==> config.mk <==
export PLATFORM = sky130hd
export DESIGN_NAME = ram_req_ctrl
export DESIGN_NICKNAME = d
export VERILOG_FILES = /design/src/rtl/ram_ctrl_pkg.sv /design/src/rtl/ram_ctrl_fifo.sv /design/src/rtl/ram_req_ctrl.sv
export SDC_FILE = /design/constraint.sdc
export NUM_CORES = 1
export LEC_CHECK = 0
export ABC_CLOCK_PERIOD_IN_PS = 3600
export BUFFER_PORTS_ARGS = -buffer_cell sky130_fd_sc_hd__buf_4
export CELL_PAD_IN_SITES_DETAIL_PLACEMENT = 2
export CELL_PAD_IN_SITES_GLOBAL_PLACEMENT = 2
export CORE_MARGIN = 5
export CORE_UTILIZATION = 35
export DETAILED_ROUTE_END_ITERATION = 10
export GPL_TIMING_DRIVEN = 0
export HOLD_SLACK_MARGIN = 0.05
export PLACE_DENSITY = 0.78
export SYNTH_ARGS = -nofsm -noshare
export SYNTH_HDL_FRONTEND = slang
export SYNTH_SLANG_ARGS = --single-unit
==> constraint.sdc <==
create_clock -name clk -period 3.6 [get_ports clk]
set_input_delay 0.36 -clock clk [delete_from_list [all_inputs] [get_ports clk]]
set_output_delay 0.36 -clock clk [all_outputs]
set_load 0.02 [all_outputs]
==> src/rtl/ram_ctrl_pkg.sv <==
// ---------------------------------------------------------------------------
// ram_ctrl_pkg
// Shared widths and types for the ram_4096 request front-end.
//   DATA_W / ADDR_W : fixed by the ram_4096 data and address ports.
//   addr_t, data_t  : RAM address and data words.
//   wr_req_t        : one buffered write (address + data).
// ---------------------------------------------------------------------------
`timescale 1ns/1ps
package ram_ctrl_pkg;

    localparam int DATA_W = 64;
    localparam int ADDR_W = 12;

    typedef logic [ADDR_W-1:0] addr_t;
    typedef logic [DATA_W-1:0] data_t;

    typedef struct packed {
        addr_t addr;
        data_t data;
    } wr_req_t;

endpackage : ram_ctrl_pkg

==> src/rtl/ram_ctrl_fifo.sv <==
// ---------------------------------------------------------------------------
// ram_ctrl_fifo
// Parameterised synchronous FIFO built from registers.
//   clk, resetn    : clock, asynchronous active-low reset
//   push_i, din_i  : write side (ignored while full)
//   pop_i          : read side (ignored while empty)
//   dout_o         : head entry, all-zero while empty
//   empty_o/full_o : status flags
//   count_o        : occupancy, 0..DEPTH
//   entries_o      : raw storage, for callers that search the contents
//   entry_valid_o  : which storage slots currently hold live entries
// DEPTH must be a power of two so the pointers wrap by natural overflow.
// ---------------------------------------------------------------------------
`timescale 1ns/1ps
module ram_ctrl_fifo #(
    parameter type T     = logic [7:0],
    parameter int  DEPTH = 4
) (
    input  logic                   clk,
    input  logic                   resetn,
    input  logic                   push_i,
    input  T                       din_i,
    input  logic                   pop_i,
    output T                       dout_o,
    output logic                   empty_o,
    output logic                   full_o,
    output logic [$clog2(DEPTH):0] count_o,
    output T                       entries_o [DEPTH],
    output logic [DEPTH-1:0]       entry_valid_o
);

    localparam int PTR_W = $clog2(DEPTH);
    localparam int CNT_W = PTR_W + 1;

    T                 mem_q [DEPTH];
    T                 mem_d [DEPTH];
    logic [PTR_W-1:0] wr_ptr_q;
    logic [PTR_W-1:0] wr_ptr_d;
    logic [PTR_W-1:0] rd_ptr_q;
    logic [PTR_W-1:0] rd_ptr_d;
    logic [CNT_W-1:0] count_q;
    logic [CNT_W-1:0] count_d;
    logic             do_push_s;
    logic             do_pop_s;

    assign empty_o   = (count_q == CNT_W'(0));
    assign full_o    = (count_q == CNT_W'(DEPTH));
    assign count_o   = count_q;
    assign do_push_s = push_i && !full_o;
    assign do_pop_s  = pop_i && !empty_o;

    // Next-state for storage, pointers and occupancy.
    always_comb begin
        mem_d    = mem_q;
        wr_ptr_d = wr_ptr_q;
        rd_ptr_d = rd_ptr_q;
        count_d  = count_q;
        if (do_push_s) begin
            mem_d[wr_ptr_q] = din_i;
            wr_ptr_d        = wr_ptr_q + PTR_W'(1);
        end else begin
            wr_ptr_d = wr_ptr_q;
        end
        if (do_pop_s) begin
            rd_ptr_d = rd_ptr_q + PTR_W'(1);
        end else begin
            rd_ptr_d = rd_ptr_q;
        end
        case ({do_push_s, do_pop_s})
            2'b10:   count_d = count_q + CNT_W'(1);
            2'b01:   count_d = count_q - CNT_W'(1);
            default: count_d = count_q;
        endcase
    end

    // Head output and per-slot liveness (slot is live if it lies within count of the read pointer).
    always_comb begin
        if (empty_o) begin
            dout_o = '0;
        end else begin
            dout_o = mem_q[rd_ptr_q];
        end
        for (int i = 0; i < DEPTH; i++) begin
            entries_o[i]     = mem_q[i];
            entry_valid_o[i] = ({1'b0, PTR_W'(i) - rd_ptr_q} < count_q);
        end
    end

    // State registers.
    always_ff @(posedge clk or negedge resetn) begin
        if (!resetn) begin
            for (int i = 0; i < DEPTH; i++) begin
                mem_q[i] <= '0;
            end
            wr_ptr_q <= '0;
            rd_ptr_q <= '0;
            count_q  <= '0;
        end else begin
            mem_q    <= mem_d;
            wr_ptr_q <= wr_ptr_d;
            rd_ptr_q <= rd_ptr_d;
            count_q  <= count_d;
        end
    end

endmodule : ram_ctrl_fifo

==> src/rtl/ram_req_ctrl.sv <==
// ---------------------------------------------------------------------------
// ram_req_ctrl
// Request front-end driving every port of the ram_4096 dual-port RAM.
//   clk, resetn                          : shared clock, async active-low reset
//   wr_valid/wr_ready/wr_addr/wr_data    : write requests, buffered in a FIFO
//   rd_valid/rd_ready/rd_addr            : read requests, issued straight to RAM
//   rsp_valid/rsp_ready/rsp_data         : read responses, in request order
//   ram_write/ram_wr_address/ram_data_in : RAM write port
//   ram_read/ram_rd_address              : RAM read port
//   ram_data_out                         : RAM read data (one cycle after ram_read)
//   wfifo_count                          : write-buffer occupancy
// Reads are held off while their address is still sitting in the write
// buffer, so a read always observes every earlier accepted write.
// ---------------------------------------------------------------------------
`timescale 1ns/1ps
module ram_req_ctrl
    import ram_ctrl_pkg::*;
#(
    parameter int WFIFO_DEPTH = 4,
    parameter int RSP_DEPTH   = 2
) (
    input  logic                         clk,
    input  logic                         resetn,
    input  logic                         wr_valid,
    output logic                         wr_ready,
    input  addr_t                        wr_addr,
    input  data_t                        wr_data,
    input  logic                         rd_valid,
    output logic                         rd_ready,
    input  addr_t                        rd_addr,
    output logic                         rsp_valid,
    input  logic                         rsp_ready,
    output data_t                        rsp_data,
    output logic                         ram_write,
    output addr_t                        ram_wr_address,
    output data_t                        ram_data_in,
    output logic                         ram_read,
    output addr_t                        ram_rd_address,
    input  data_t                        ram_data_out,
    output logic [$clog2(WFIFO_DEPTH):0] wfifo_count
);

    localparam int RC_W = $clog2(RSP_DEPTH) + 1;
    localparam int CU_W = RC_W + 1;

    // live_q holds all RAM strobes off for the first cycle after reset release.
    logic                   live_q;
    logic                   live_d;
    logic                   inflight_q;
    logic                   inflight_d;

    wr_req_t                wfifo_din_s;
    wr_req_t                wfifo_head_s;
    wr_req_t                wfifo_entries_s [WFIFO_DEPTH];
    logic [WFIFO_DEPTH-1:0] wfifo_valid_s;
    logic                   wfifo_empty_s;
    logic                   wfifo_full_s;
    logic                   wfifo_push_s;
    logic                   wfifo_pop_s;

    logic                   rsp_empty_s;
    logic                   rsp_pop_s;
    logic [RC_W-1:0]        rsp_count_s;
    logic                   rsp_full_unused_s;
    data_t                  rsp_entries_unused_s [RSP_DEPTH];
    logic [RSP_DEPTH-1:0]   rsp_valid_unused_s;

    logic                   addr_hit_s;
    logic [CU_W-1:0]        credit_used_s;
    logic                   credit_ok_s;
    logic                   rd_fire_s;

    // Write path: accept into the buffer, drain one head entry per cycle to the RAM.
    always_comb begin
        wr_ready         = !wfifo_full_s;
        wfifo_push_s     = wr_valid && !wfifo_full_s;
        wfifo_din_s.addr = wr_addr;
        wfifo_din_s.data = wr_data;
        wfifo_pop_s      = live_q && !wfifo_empty_s;
        ram_write        = wfifo_pop_s;
        ram_wr_address   = wfifo_head_s.addr;
        ram_data_in      = wfifo_head_s.data;
    end

    // Read-after-write hazard: any live buffered write, including the head being issued now.
    always_comb begin
        addr_hit_s = 1'b0;
        for (int i = 0; i < WFIFO_DEPTH; i++) begin
            if (wfifo_valid_s[i] && (wfifo_entries_s[i].addr == rd_addr)) begin
                addr_hit_s = 1'b1;
            end else begin
                addr_hit_s = addr_hit_s;
            end
        end
    end

    // Read issue: a free response slot must exist for every read not yet captured.
    always_comb begin
        credit_used_s = CU_W'(inflight_q) + CU_W'(rsp_count_s);
        credit_ok_s   = (credit_used_s < CU_W'(RSP_DEPTH));
        rd_ready      = live_q && credit_ok_s && !addr_hit_s;
        rd_fire_s     = rd_valid && rd_ready;
        ram_read      = rd_fire_s;
        if (rd_fire_s) begin
            ram_rd_address = rd_addr;
        end else begin
            ram_rd_address = '0;
        end
        inflight_d = rd_fire_s;
        live_d     = 1'b1;
        rsp_valid  = !rsp_empty_s;
        rsp_pop_s  = !rsp_empty_s && rsp_ready;
    end

    // Start-up gate and one-cycle read pipe marking RAM data to capture next edge.
    always_ff @(posedge clk or negedge resetn) begin
        if (!resetn) begin
            live_q     <= 1'b0;
            inflight_q <= 1'b0;
        end else begin
            live_q     <= live_d;
            inflight_q <= inflight_d;
        end
    end

    ram_ctrl_fifo #(
        .T     (wr_req_t),
        .DEPTH (WFIFO_DEPTH)
    ) u_wfifo (
        .clk           (clk),
        .resetn        (resetn),
        .push_i        (wfifo_push_s),
        .din_i         (wfifo_din_s),
        .pop_i         (wfifo_pop_s),
        .dout_o        (wfifo_head_s),
        .empty_o       (wfifo_empty_s),
        .full_o        (wfifo_full_s),
        .count_o       (wfifo_count),
        .entries_o     (wfifo_entries_s),
        .entry_valid_o (wfifo_valid_s)
    );

    // Response buffer: rsp_data comes straight from its registered head.
    ram_ctrl_fifo #(
        .T     (data_t),
        .DEPTH (RSP_DEPTH)
    ) u_rsp_fifo (
        .clk           (clk),
        .resetn        (resetn),
        .push_i        (inflight_q),
        .din_i         (ram_data_out),
        .pop_i         (rsp_pop_s),
        .dout_o        (rsp_data),
        .empty_o       (rsp_empty_s),
        .full_o        (rsp_full_unused_s),
        .count_o       (rsp_count_s),
        .entries_o     (rsp_entries_unused_s),
        .entry_valid_o (rsp_valid_unused_s)
    );

endmodule : ram_req_ctrl

; ---- Word-level counts from Yosys, hierarchy flattened
; Index checks and enable logic that the tools add are counted.
[classes]
eq_ne = 10
mux = 21
n_lt_le_gt_ge = 11
reduce_logical = 25
bitwise_logic = 4
n_addsub = 13
[ops]
columns = cell, n
row1 = $mux W64, 5
row2 = $bwmux W304, 1
row3 = $mux W76, 4
row4 = $bmux W76 S2, 1
row5 = $demux W76 S2, 1
row6 = $bwmux W128, 1
row7 = $demux W64 S1, 1
row8 = $eq A12 B12 Y1, 4
row9 = $logic_and A1 B1 Y1, 16
row10 = $lt A2 B3 Y1, 4
row11 = $mux W12, 1
row12 = $add A2 B1 Y2 const B, 3
row13 = $eq A2 B2 Y1 const B, 3
row14 = $ge A3 B3 Y1 const B, 2
row15 = $not A2 Y3, 2
row16 = $pmux W3 S2, 1
row17 = $logic_not A1 Y1, 5
row18 = $eq A2 B1 Y1 const B, 2
row19 = $ge A2 B2 Y1 const B, 2
row20 = $mux W1, 4
row21 = $not A1 Y2, 2
row22 = $pmux W2 S2, 1
row23 = $reduce_bool A2 Y1, 2
row24 = $sub A1 B2 Y2 const A, 2
row25 = other kinds (12), 14
[totals]
wordCells = 102
ff_bits = 445
input_bits = 157

; ---- Longest topological paths before layout
[depth]
depth_word = 11
mapped_depth = 11

; ---- By module
; From an unflattened synthesis, not the netlist that was laid out.
[hier_totals]
hier_cells = 1435
hier_area_um2 = 21658.3
[by_module_without_submodules]
columns = module, instances, cells_each, area_per_inst_um2, seq_area_each_um2
row1 = ram_ctrl_fifo at u_wfifo, 1, 877, 14157.3, 7782.5
row2 = ram_ctrl_fifo at u_rsp_fifo, 1, 435, 6561.3, 3303.2
row3 = ram_req_ctrl, 1, 123, 939.7, 50.0

; ---- Worst setup path after synthesis
; Ideal clock, no wire load.
[synth_path]
path_type = flip-flop to output port
start = register u_wfifo.rd_ptr_q[0]
end = output port ram_read
t_arrival_ns = 2.388
path_stages_with_launch = 12
slack_ns = 0.852
t_required_ns = 3.240
cell_sequence = dfrtp_1 > buf_2 > buf_4 > buf_4 > xnor2_1 > inv_1 > ha_1 > a21oi_1 > o211ai_1 > o22ai_2 > buf_4 > nor3_1
[synth_between]
elab_chain_len = 10
word_cells_on_any_way = 19
classes_between = add/sub: 4 / order compare: 4 / mux: 4 / reduce/logical: 7
[synth_lines]
columns = item, line_no
row1 = from (decl), ram_ctrl_fifo.sv:39  ; logic [PTR_W-1:0] rd_ptr_q;
row2 = from (signal assigned), ram_ctrl_fifo.sv:101  ; rd_ptr_q <= rd_ptr_d;
row3 = $sub A1 B2 Y2, ram_ctrl_fifo.sv:85  ; entry_valid_o[i] = ({1'b0, PTR_W'(i) - rd_ptr_q} < count_q);
row4 = $lt A2 B3 Y1, ram_ctrl_fifo.sv:85
row5 = $logic_and A1 B1 Y1, ram_req_ctrl.sv:89  ; if (wfifo_valid_s[i] && (wfifo_entries_s[i].addr == rd_addr)) begin
row6 = $mux W1 (3 in a row), ram_req_ctrl.sv:89
row7 = $mux W1 *, ram_req_ctrl.sv:89
row8 = $logic_not A1 Y1 *, ram_req_ctrl.sv:101  ; rd_ready = live_q && credit_ok_s && !addr_hit_s;
row9 = $logic_and A1 B1 Y1 *, ram_req_ctrl.sv:101
row10 = $logic_and A1 B1 Y1 *, ram_req_ctrl.sv:102  ; rd_fire_s = rd_valid && rd_ready;
row11 = to (decl), ram_req_ctrl.sv:37  ; output logic ram_read,
; Every way passes the cells marked *; elsewhere a longest branch is shown, timed or not.

; ---- Worst setup path after layout
; Ends and elaborated chain as after synthesis.

==> results.sh <==
export IMPL_top_level_ports=317
export IMPL_pwr_share_clk_pct=17.7
export IMPL_die_area_um2=66480
export IMPL_stdcell_count=2745
export IMPL_first_global_vias=16672
export IMPL_worst_path_most_repeated_cell="sky130_fd_sc_hd__buf_4"
export IMPL_antenna_found_initial=14
export IMPL_intPower_mw=18.55
export IMPL_area_delta_synth_final_pct=30.48
export IMPL_clock_skew_final_ns=0.02599
export IMPL_worst_ir_drop_vdd_uv=555.5
export IMPL_cp_data_required_time_ns=3.24
export IMPL_seq_area_frac_synth_pct=51.80
export IMPL_run_status="completed"
export IMPL_criticalPathCategory="reg -> out"
export IMPL_worstHoldPathType="in -> reg"
export IMPL_grt_usage_pct=20.96
export IMPL_finalCriticalPeriod_ns=3.400
export IMPL_yosys_most_used_dff="sky130_fd_sc_hd__dfrtp_1"
export IMPL_synth_async_reset_ratio_pct=100.0
export IMPL_fmax_mhz=294.1
export IMPL_count_of_pins_over_their_slew_limit=0
export IMPL_timing_critical_path_to_type="primary output"
export IMPL_cp_slowest_cell="sky130_fd_sc_hd__dfrtp_1"
export IMPL_worstPathCellList="buf_4 -> buf_6 -> xnor2_1 -> inv_1 -> ha_1 -> a21oi_1 -> o211ai_1 -> o22ai_2 -> buf_4 -> nor3_2 -> buf_4"
export IMPL_fin_area_um2=28050
export IMPL_min_period_over_period_pct=94.45
export IMPL_synth_distinct_cells=43
export IMPL_vias_per_cell=5.044
export IMPL_power_density_nw_per_um2=1068
export IMPL_dp_hpwl_um=45560
export IMPL_ctsLongestPathBuffers=3
export IMPL_maximum_number_of_pins_on_one_net_before_global_route_repair=118
export IMPL_maxSlewHeadroom_pct=40.13
export IMPL_number_of_flip_flops_and_latches_in_the_synthesized_netlist=445
export IMPL_detailroute_via_count=13846
export IMPL_number_of_failing_hold_endpoints_at_the_final_stage=0
export IMPL_tritoncts="yes"
export IMPL_die_outline_height_um=257.8
export IMPL_number_of_warning_messages_in_the_yosys_log=0
export IMPL_power_switching_mw=11.41
export IMPL_root_buffer="sky130_fd_sc_hd__clkbuf_16"
export IMPL_tritoncts_num_buffers=52
export IMPL_htree_num_levels=2
export IMPL_drive_above_1_share_pct=50.43
export IMPL_clk_pin_slew_worst_paths_ns=0.06
export IMPL_drt_iter0_markers=490
export IMPL_fin_total_pwr_mw=29.96
export IMPL_route_detailed_drc=0
export IMPL_design_final_nets=2088
export IMPL_grt_first_pass_wirelength_um=107800
export IMPL_path_depth_of_the_worst_reg2reg_path=11
export IMPL_avgSynthCellArea_um2=15.19
export IMPL_core_rowCount=90
export IMPL_grt_overflow_total=0
export IMPL_synth_cells=1415
export IMPL_report_final_setup_viol=0
export IMPL_layout_cells_most_common_list="445 x sky130_fd_sc_hd__dfrtp_1, 314 x sky130_fd_sc_hd__buf_4, 272 x sky130_fd_sc_hd__mux2_2, 160 x sky130_fd_sc_hd__mux2_4, 142 x sky130_fd_sc_hd__dlygate4sd3_1"
export IMPL_worstMarginPinSlew_ns=0.8980
export IMPL_commonest_non_fill_non_tap_cell_in_the_layout="sky130_fd_sc_hd__dfrtp_1"
export IMPL_syn_nets=1583
export IMPL_synth_enable_flop_cells=0
export IMPL_starting_density_pct=35.49
export IMPL_max_cap_violations=0
export IMPL_path_max_fanout=19
export IMPL_seq_power_share_pct=31.1
export IMPL_placed_cells=2505
export IMPL_worstSetupStartpointType="register"
export IMPL_gp_congestion=0.7624
export IMPL_die_width_um=257.8
export IMPL_pwr_share_comb_pct=51.2
export IMPL_hold_path_cell_count=3
export IMPL_worstPathArrival_ns=3.04
export IMPL_synthesis_area_um2=21500
export IMPL_drt_wl_total_um=70940
export IMPL_antenna_violating_nets_post_route=0
export IMPL_slowest_delay_ns=0.32
export IMPL_placed_cell_area_um2=24880
export IMPL_static_leakage_power_nw=13.07
export IMPL_io_buffer_count=304
export IMPL_fin_setup_tns_ns=0
export IMPL_clk_sink_count=445
export IMPL_clock_latency_late_sink_ns=0.60
export IMPL_placeableCoreArea_um2=60580
export IMPL_firstDrtPassIters=4
export IMPL_switching_share_pct=38.08
export IMPL_drt_wirelength_per_cell_um=25.84
==> final timing paths <==
| check | from | end | slack [ns] |
|---|---|---|---|
| max | u_wfifo.rd_ptr_q[0] | ram_read | 0.20 |
| min | rsp_ready | u_rsp_fifo.rd_ptr_q | 0.12 |
| max reg2reg | u_wfifo.count_o[1] | u_wfifo.count_o[2] | 1.16 |
| min reg2reg | u_wfifo.entries_o[153] | u_wfifo.entries_o[153] | 0.50 |
| max in group asynchronous | resetn | u_wfifo.entries_o[249] | 1.92 |
| min in group asynchronous | resetn | u_rsp_fifo.entries_o[13] | 0.26 |
==> per-stage QoR <==
| stage | hold slack [ns] | setup slack (ns) | utilization [%] |
|---|---|---|---|
| after floorplan | 0.06441 | 0.8523 | - |
| after global placement | 0.4814 | -2.365 | 40.87 |
| after detailed placement | 0.2600 | 0.09702 | 41.06 |
| after CTS | 0.08253 | 0.07906 | 46.25 |
| after global routing | 0.1233 | -0.01045 | 46.30 |
| final | 0.1157 | 0.1998 | 46.30 |
==> cell usage after synthesis, drive strengths merged, types with 12 or more instances <==
cell | number | area (µm²)
and2b | 20 | 150.1
buf | 82 | 593.1
clkbuf | 19 | 73.82
dfrtp | 445 | 11140
inv | 12 | 45.04
mux2 | 432 | 5465
mux2i | 64 | 640.6
mux4 | 76 | 1712
nand2 | 21 | 111.4
nor2 | 70 | 265.3
nor2b | 57 | 356.6
nor3 | 14 | 70.07
xnor2 | 16 | 140.1
xor2 | 44 | 385.4
==> metal layers <==
layer	up-vias	GRT usage (%)	wire length, µm
met2	285	38.51	37590
met4	12	5.740	1784
met1	7408	25.03	28230
met3	100	4.230	3251
met5	-	0	79
li1	6041	-	-
==> final cells by class <==
cell class              count  area (µm²)
fillers                  5718       32530
flip-flops and latches    445       11140
multi-input cells         857        9667
repair buffers            452        3849
clock buffers              79        1564
well taps                 782       978.4
plain buffers             100       680.7
clock inverters            12       117.6
inverters                  12       45.04
diodes                      6       15.01
==> worst max-delay path, delay by kind of cell, from the launching register on <==
kind                       cells  cell delay [ns]
xor gates and xnor gates       1             0.19
and+or+nand+nor                1             0.20
DFF                            1             0.32
adders and majority gates      1             0.28
buffers and inverters          5             1.06
AOI/OAI and AO/OA              3             0.39
==> cells by family (layout without fill, tap and decap cells) <==
kind of cell    Yosys count  in the layout  share of synthesized area, %
compound gates           12             12                        0.3782
xor+xnor                 60             60                         2.444
fa+ha+maj                11             11                        0.6751
buf+inv                 113            655                         3.311
flops                   445            445                         51.80
mux                     572            572                         36.36
other cells               1              7                       0.01744
simple gates            201            201                         5.017
==> repair_timing <==
action	4_1_cts	5_1_grt
buffers inserted	1	1
hold buffers	142	0
resized for setup	8	3
hold endpoints to repair	489	0
endpoints found under the setup margin	54	10
pin swaps	1	1
==> state kept, by name (all words and copies together), names as in the netlist <==
register and flops:
u_wfifo.entries_o 304, live_q 1, u_rsp_fifo.entries_o 128, u_wfifo.count_o 3, inflight_q 1, u_rsp_fifo.wr_ptr_q 1
u_rsp_fifo.count_o 2, u_wfifo.rd_ptr_q 2, u_wfifo.wr_ptr_q 2, u_rsp_fifo.rd_ptr_q 1
==> power by group through the flow <==
stage	registers (mW)	logic, mW	clock network, mW
after floorplan	8.60	10.0	0
after global placement	8.89	14.7	0
after detailed placement	9.16	15.1	0
after CTS	9.16	15.4	5.40
after global routing	9.56	16.3	5.65
final	9.31	15.3	5.30
(Power assumes the default switching activity.)
